File: config.mk
export PLATFORM = sky130hd
export DESIGN_NAME = sc_mm_controller
export DESIGN_NICKNAME = d
export VERILOG_FILES = /design/src/rtl/sc_mm_controller.sv
export SDC_FILE = /design/constraint.sdc
export NUM_CORES = 1
export LEC_CHECK = 0
export ABC_AREA = 1
export CAP_MARGIN = 40
export CORE_MARGIN = 1
export CORE_UTILIZATION = 55
export CTS_BUF_LIST = sky130_fd_sc_hd__clkbuf_16
export DETAILED_ROUTE_END_ITERATION = 10
export PLACE_DENSITY_LB_ADDON = 0.3
export SKIP_CTS_REPAIR_TIMING = 1
export SYNTH_ARGS = -nofsm -noshare
export SYNTH_HDL_FRONTEND = slang
export SYNTH_SLANG_ARGS = --single-unit
export TNS_END_PERCENT = 100
File: constraint.sdc
create_clock -name clk -period 3.3 [get_ports clk]
set_input_delay 0.66 -clock clk [delete_from_list [all_inputs] [get_ports clk]]
set_output_delay 0.66 -clock clk [all_outputs]
set_load 0.02 [all_outputs]
File: src/rtl/sc_mm_controller.sv
// ---------------------------------------------------------------------------
// sc_mm_controller
// Sequencer for the stochastic matrix-multiply datapath
// (operand regs -> SNGs -> sc_matrix_mult -> sd_converters).
// A start request latches the operands and clears the converters. The SNGs
// then run through the pipeline fill, and the converter count window is
// opened for exactly 2^COUNT_WIDTH cycles. The result is then held valid
// until the consumer accepts it.
//
// Parameters
//   COUNT_WIDTH  : count window is 2^COUNT_WIDTH cycles (converter precision)
//   PIPE_LATENCY : cycles from sng_en rising to first valid stochastic bit (0 ok)
//   JOB_WIDTH    : width of the completed-job counter
//
// Ports
//   clk        in   clock, all logic on posedge
//   rst        in   asynchronous active-low reset
//   start      in   job request (honoured in IDLE or on the HOLD handshake)
//   abort      in   synchronous abort, returns to IDLE
//   opnd_load  out  1-cycle pulse: latch input/weight matrices
//   sd_clr     out  1-cycle pulse with opnd_load: clear converter accumulators
//   sng_en     out  SNGs / matrix-mult advance while high
//   sd_en      out  sd_converters accumulate while high
//   sd_last    out  final cycle of the count window
//   out_valid  out  output matrix valid, held until out_ready
//   out_ready  in   consumer accepts when out_valid & out_ready
//   busy       out  high in every state except IDLE
//   job_count  out  number of accepted results, wraps
// ---------------------------------------------------------------------------
module sc_mm_controller #(
    parameter int COUNT_WIDTH  = 8,
    parameter int PIPE_LATENCY = 2,
    parameter int JOB_WIDTH    = 16
) (
    input  logic                 clk,
    input  logic                 rst,
    input  logic                 start,
    input  logic                 abort,
    input  logic                 out_ready,
    output logic                 opnd_load,
    output logic                 sd_clr,
    output logic                 sng_en,
    output logic                 sd_en,
    output logic                 sd_last,
    output logic                 out_valid,
    output logic                 busy,
    output logic [JOB_WIDTH-1:0] job_count
);

    // The fill counter needs at least one bit even when FILL is never used.
    localparam int FILL_W = (PIPE_LATENCY > 1) ? $clog2(PIPE_LATENCY) : 1;
    localparam logic [FILL_W-1:0] FILL_LAST =
        (PIPE_LATENCY > 0) ? FILL_W'(PIPE_LATENCY - 1) : '0;

    typedef enum logic [2:0] {
        IDLE,
        LOAD,
        FILL,
        COUNT,
        HOLD
    } state_t;

    state_t                 state;
    state_t                 state_nx;
    logic [FILL_W-1:0]      fill_cnt;
    logic [FILL_W-1:0]      fill_nx;
    logic [COUNT_WIDTH-1:0] win_cnt;
    logic [COUNT_WIDTH-1:0] win_nx;
    logic                   job_inc;

    // Next-state and counter update. Abort wins over everything, including
    // a HOLD handshake, so an aborted job is never counted. The window
    // counter wraps to zero by itself on its last cycle, so it is already
    // clean for the next job.
    always_comb begin
        state_nx = state;
        fill_nx  = fill_cnt;
        win_nx   = win_cnt;
        job_inc  = 1'b0;
        if (abort) begin
            state_nx = IDLE;
            fill_nx  = '0;
            win_nx   = '0;
        end else begin
            case (state)
                IDLE: begin
                    if (start) begin
                        state_nx = LOAD;
                    end
                end
                LOAD: begin
                    fill_nx  = '0;
                    win_nx   = '0;
                    state_nx = (PIPE_LATENCY == 0) ? COUNT : FILL;
                end
                FILL: begin
                    if (fill_cnt == FILL_LAST) begin
                        fill_nx  = '0;
                        state_nx = COUNT;
                    end else begin
                        fill_nx = fill_cnt + 1'b1;
                    end
                end
                COUNT: begin
                    win_nx = win_cnt + 1'b1;
                    if (&win_cnt) begin
                        state_nx = HOLD;
                    end
                end
                HOLD: begin
                    if (out_ready) begin
                        job_inc  = 1'b1;
                        state_nx = start ? LOAD : IDLE;
                    end
                end
                default: begin
                    state_nx = IDLE;
                    fill_nx  = '0;
                    win_nx   = '0;
                end
            endcase
        end
    end

    // State, counters and registered outputs. Each output is decoded from
    // the state/counter values that are being loaded, so every strobe lines
    // up exactly with the state it belongs to, without a combinational path
    // from inputs to outputs.
    always_ff @(posedge clk or negedge rst) begin
        if (!rst) begin
            state     <= IDLE;
            fill_cnt  <= '0;
            win_cnt   <= '0;
            job_count <= '0;
            opnd_load <= 1'b0;
            sd_clr    <= 1'b0;
            sng_en    <= 1'b0;
            sd_en     <= 1'b0;
            sd_last   <= 1'b0;
            out_valid <= 1'b0;
            busy      <= 1'b0;
        end else begin
            state     <= state_nx;
            fill_cnt  <= fill_nx;
            win_cnt   <= win_nx;
            if (job_inc) begin
                job_count <= job_count + 1'b1;
            end
            opnd_load <= (state_nx == LOAD);
            sd_clr    <= (state_nx == LOAD);
            sng_en    <= (state_nx == FILL) || (state_nx == COUNT);
            sd_en     <= (state_nx == COUNT);
            sd_last   <= (state_nx == COUNT) && (&win_nx);
            out_valid <= (state_nx == HOLD);
            busy      <= (state_nx != IDLE);
        end
    end

endmodule

==> summary by stage <==
STA
At the pin with the least slew margin, the transition time is approximately 430 ps. The time the final worst path needs with I/O delays and setup is between 2000 and 2500 ps. Hold timing on the final database bottoms out at a slack of roughly 490 ps. Based on the critical path, the design can be clocked at up to just under 0.5 GHz. The final number of hold-violating endpoints was 0. The portion of the clock cycle consumed by the worst path in the final layout is between 60% and 70%. The final clock skew is around 4.4 ps. The headroom to the max-slew limit is between 70% and 80%. The final-layout setup total negative slack is 0 ps. Setup repair after global routing left no endpoint under its margin. Setup slack closes at approximately 1300 ps. The final number of max-transition violations is 0. The final number of setup-violating endpoints is 0.

Final layout
At the end of the flow, the number of nets in the layout was about 260. The multi-input gate area in the final layout is between 800 and 900 um2. In the final layout, flip-flops and latches occupy 851 um2. The growth of design area from synthesis to finish is 25.7%. The core occupancy in the finished layout is 73.3%. Summing all non-filler instances in the final layout gives an area of roughly 2300 um2. The fraction of layout cells with a size suffix above 1 is about a tenth. The layout filler cell count is 220. The number of standard cells in the final layout excluding fillers is 293. 0 antenna diodes ended up in the layout.

GRT
Entering global routing, the biggest net connects 35 pins. The first global-routing pass estimated between 6000 and 7000 um of wire. Across every metal layer, demand over resource in global routing totals between 20% and 30%. The initial antenna violation count is 0. The final global-route overflow total is 0. The number of global-route vias before repair is ~1,400.

Critical path
The critical path is of the reg -> out type. The stage delay of the slowest cell on the critical path is roughly 650 ps. In this design, the largest share of critical-path delay is due to buffers and inverters.

The register-to-register setup slack is roughly 1700 ps. The worst register-to-register path ends at job_count[12]. The startpoint identified for the worst register-to-register timing path is state[0].

The signal on the critical path passes through clkdlybuf4s50_1. The data arrival time at the worst-slack endpoint is about 1400 ps. The data required time at the worst endpoint is between 2000 and 3000 ps.

The cell at the slowest stage of the critical path is clkdlybuf4s50_1. The worst setup path is launched from a flip-flop. The worst path buffer plus inverter count is 1.

The critical-path maximum fanout is 4. STA classifies the critical path endpoint as a primary output. The logic depth of the worst path, buffers included is 1. For the worst flop-to-flop path, the logic depth is 7. The source of the critical timing path is job_count[4].

Pwr
The static power due to leakage is ~1.2 nW. The proportion of power drawn by combinational gates is around 8.6%. In this run the power spent charging and discharging nets is 0.216 mW. The relative contribution of sequential cells to total power is between 40% and 50%. Internal power comes to 0.728 mW.

The post-route total power is between 0.9 and 1 mW. The switching share of total power is 22.9%. The part of the total power dissipated in the clock network is 45.1%. The power per cell area is roughly 420 nW/um2. VDD sags by at most ~0.41 mV.

Synthesis
Counting every net in the synthesized netlist gives 221. For this run, the number of Yosys warnings is 0. Each instance of the synthesized netlist takes up on average about 8.4 um2. In the synthesized netlist, the number of instances is 214. The cell area that synthesis handed to floorplanning was ~1800 um2. Summing the sequential cell areas from Yosys gives 47.4% of the chip area. The netlist uses 29 different library cells.

The count of state elements after synthesis is 34.

Drt
Dividing the detail-routed wire length by the instance count gives about 12 um. In this run, the number of DRC markers left after iteration 0 of detailed routing was 57. The DRC violations left is 0. The first-pass detailed-route iteration total is 4. The post-detailed-route via-to-cell ratio is just under 5.

For this block, the via count after detailed routing is ~1,500. The wire length after detailed routing is roughly 3500 um. The remaining number of nets flagged by the antenna check after routing is 0.

Clocking
The number of clock buffers inserted by TritonCTS is 5. The longest clock path from root to sink contains 2 buffers. CTS placed an instance of clkbuf_16 at the clock tree root.

For this design, the sink count on the clock tree is 34. TritonCTS built the clock tree. At the later pin of the worst-skew pair, clock insertion delay measures ~270 ps. The H-tree generated during clock tree synthesis spans 2 levels.

After clock tree synthesis, the clock-pin slew on the worst setup and hold paths is 50 ps.

Status
The flow ran to the end, and the final reports show no timing, DRC or antenna violations.

Floorplanning
The count of pins on the block boundary is 28. The die height is about 59 um. The die area is between 3000 and 4000 um2. The number of placement rows is 20. For this configuration, the core starts out at a cell density of slightly below 60%. The total area inside the core boundary comes to around 3000 um2.

The die is ~59 um wide.

Hold path
The class of the tightest hold or removal check is reg -> reg. The end of the worst hold path is fill_cnt. The number of cells traversed by the worst hold path is 1. The worst hold path begins at fill_cnt.

Placement
The half-perimeter wire length after detailed placement is 2490 um. The count of placed standard cells including taps is roughly 290. At the end of routability-driven placement, the weighted congestion stood at about 0.9. The number of input and output port buffers inserted is 27. Summing all placed instances gives a cell area of 2120 um2.

The post-place setup slack is 1000 ps.

Run
The count of max-cap constraint violations is 0.
## cells in the final DEF, fill, tap and decap left out
master | Yosys | routed
nand4_2 | 1 | 1
inv_1 | 36 | 36
nor3_2 | 1 | 1
clkdlybuf4s50_1 | 0 | 27
buf_4 | 1 | 1
o211ai_1 | 1 | 1
nand3_1 | 13 | 13
a21oi_1 | 4 | 4
o22ai_1 | 1 | 1
nor2_2 | 2 | 2
nand4_4 | 1 | 1
nor2_1 | 18 | 18
nand2_2 | 4 | 4
xnor2_1 | 4 | 4
or2_2 | 1 | 1
o21ai_0 | 4 | 4
nor2_4 | 5 | 5
nor3_1 | 2 | 2
nand2_1 | 58 | 58
xor2_1 | 9 | 9
clkinv_1 | 0 | 3
o21ai_1 | 1 | 1
ha_1 | 2 | 2
a31oi_1 | 1 | 1
dfrtp_1 | 34 | 34
nand2_4 | 1 | 1
nand3_2 | 1 | 1
clkbuf_16 | 0 | 5
o211ai_2 | 1 | 1
nand4_1 | 5 | 5
a21oi_2 | 1 | 1
nor2_8 | 1 | 1
## worst max-delay path by stage
stage,endpoint,slack [ps]
final,job_count[4],1260
after global routing,job_count[12],1140
after CTS,job_count[4],1260
after detailed placement,job_count[12],1000
after global placement,job_count[12],1070
after floorplan,job_count[12],1610
## power groups by stage
| stage | registers [mW] | clock network [mW] | logic (mW) |
|---|---|---|---|
| final | 0.437 | 0.426 | 0.0811 |
| after global routing | 0.438 | 0.450 | 0.0893 |
| after CTS | 0.437 | 0.432 | 0.0822 |
| after detailed placement | 0.444 | 0 | 0.0812 |
| after global placement | 0.443 | 0 | 0.0801 |
| after floorplan | 0.449 | 0 | 0.0400 |
## state kept, by name (all words and copies together), names as in the netlist
signal / cells
sd_clr: 1
win_cnt: 8
state: 3
out_valid: 1
fill_cnt: 1
busy: 1
sng_en: 1
sd_last: 1
job_count: 16
sd_en: 1
## kinds of logic (layout without fill, tap and decap cells)
logic type / count (synthesis) / in the layout / share of synthesized area [%]
DFF: 34 / 34 / 47.4
adders and majority gates: 2 / 2 / 1.39
and+or+nand+nor: 114 / 114 / 32.1
buffers and inverters: 37 / 72 / 7.94
AOI/OAI and AO/OA: 14 / 14 / 4.81
xor gates and xnor gates: 13 / 13 / 6.34
## final cells by class
type	instances	area share, %
Sequential cell	34	37.7
Tap cell	44	2.44
Clock inverter	3	0.499
Inverter	36	5.99
Multi-Input combinational cell	143	35.5
Clock buffer	5	5.54
Timing Repair Buffer	28	12.3
## cells in the mapped netlist, drive strengths merged
cell type   n  area share [%]
xnor2       4             2.0
o22ai       1            0.35
nand3      14             4.2
a31oi       1            0.35
nor3        3             1.1
o211ai      2             1.1
xor2        9             4.4
nand2      63              14
ha          2             1.4
buf         1            0.42
inv        36             7.5
a21oi       5             1.6
nor2       26             8.7
nand4       7             3.6
dfrtp      34              47
o21ai       5             1.4
or2         1            0.35
## metal layers
layer / vias to the layer above / part of all wire [%] / routed length [um] / global-route usage, %
met5: - / 0 / 0 / 0
met4: 0 / 2.7 / 94 / 11.6
met3: 11 / 4.7 / 165 / 7.42
met2: 40 / 48 / 1670 / 38.0
met1: 676 / 45 / 1550 / 30.3
li1: 727 / - / - / -
(Power assumes the default switching activity.)
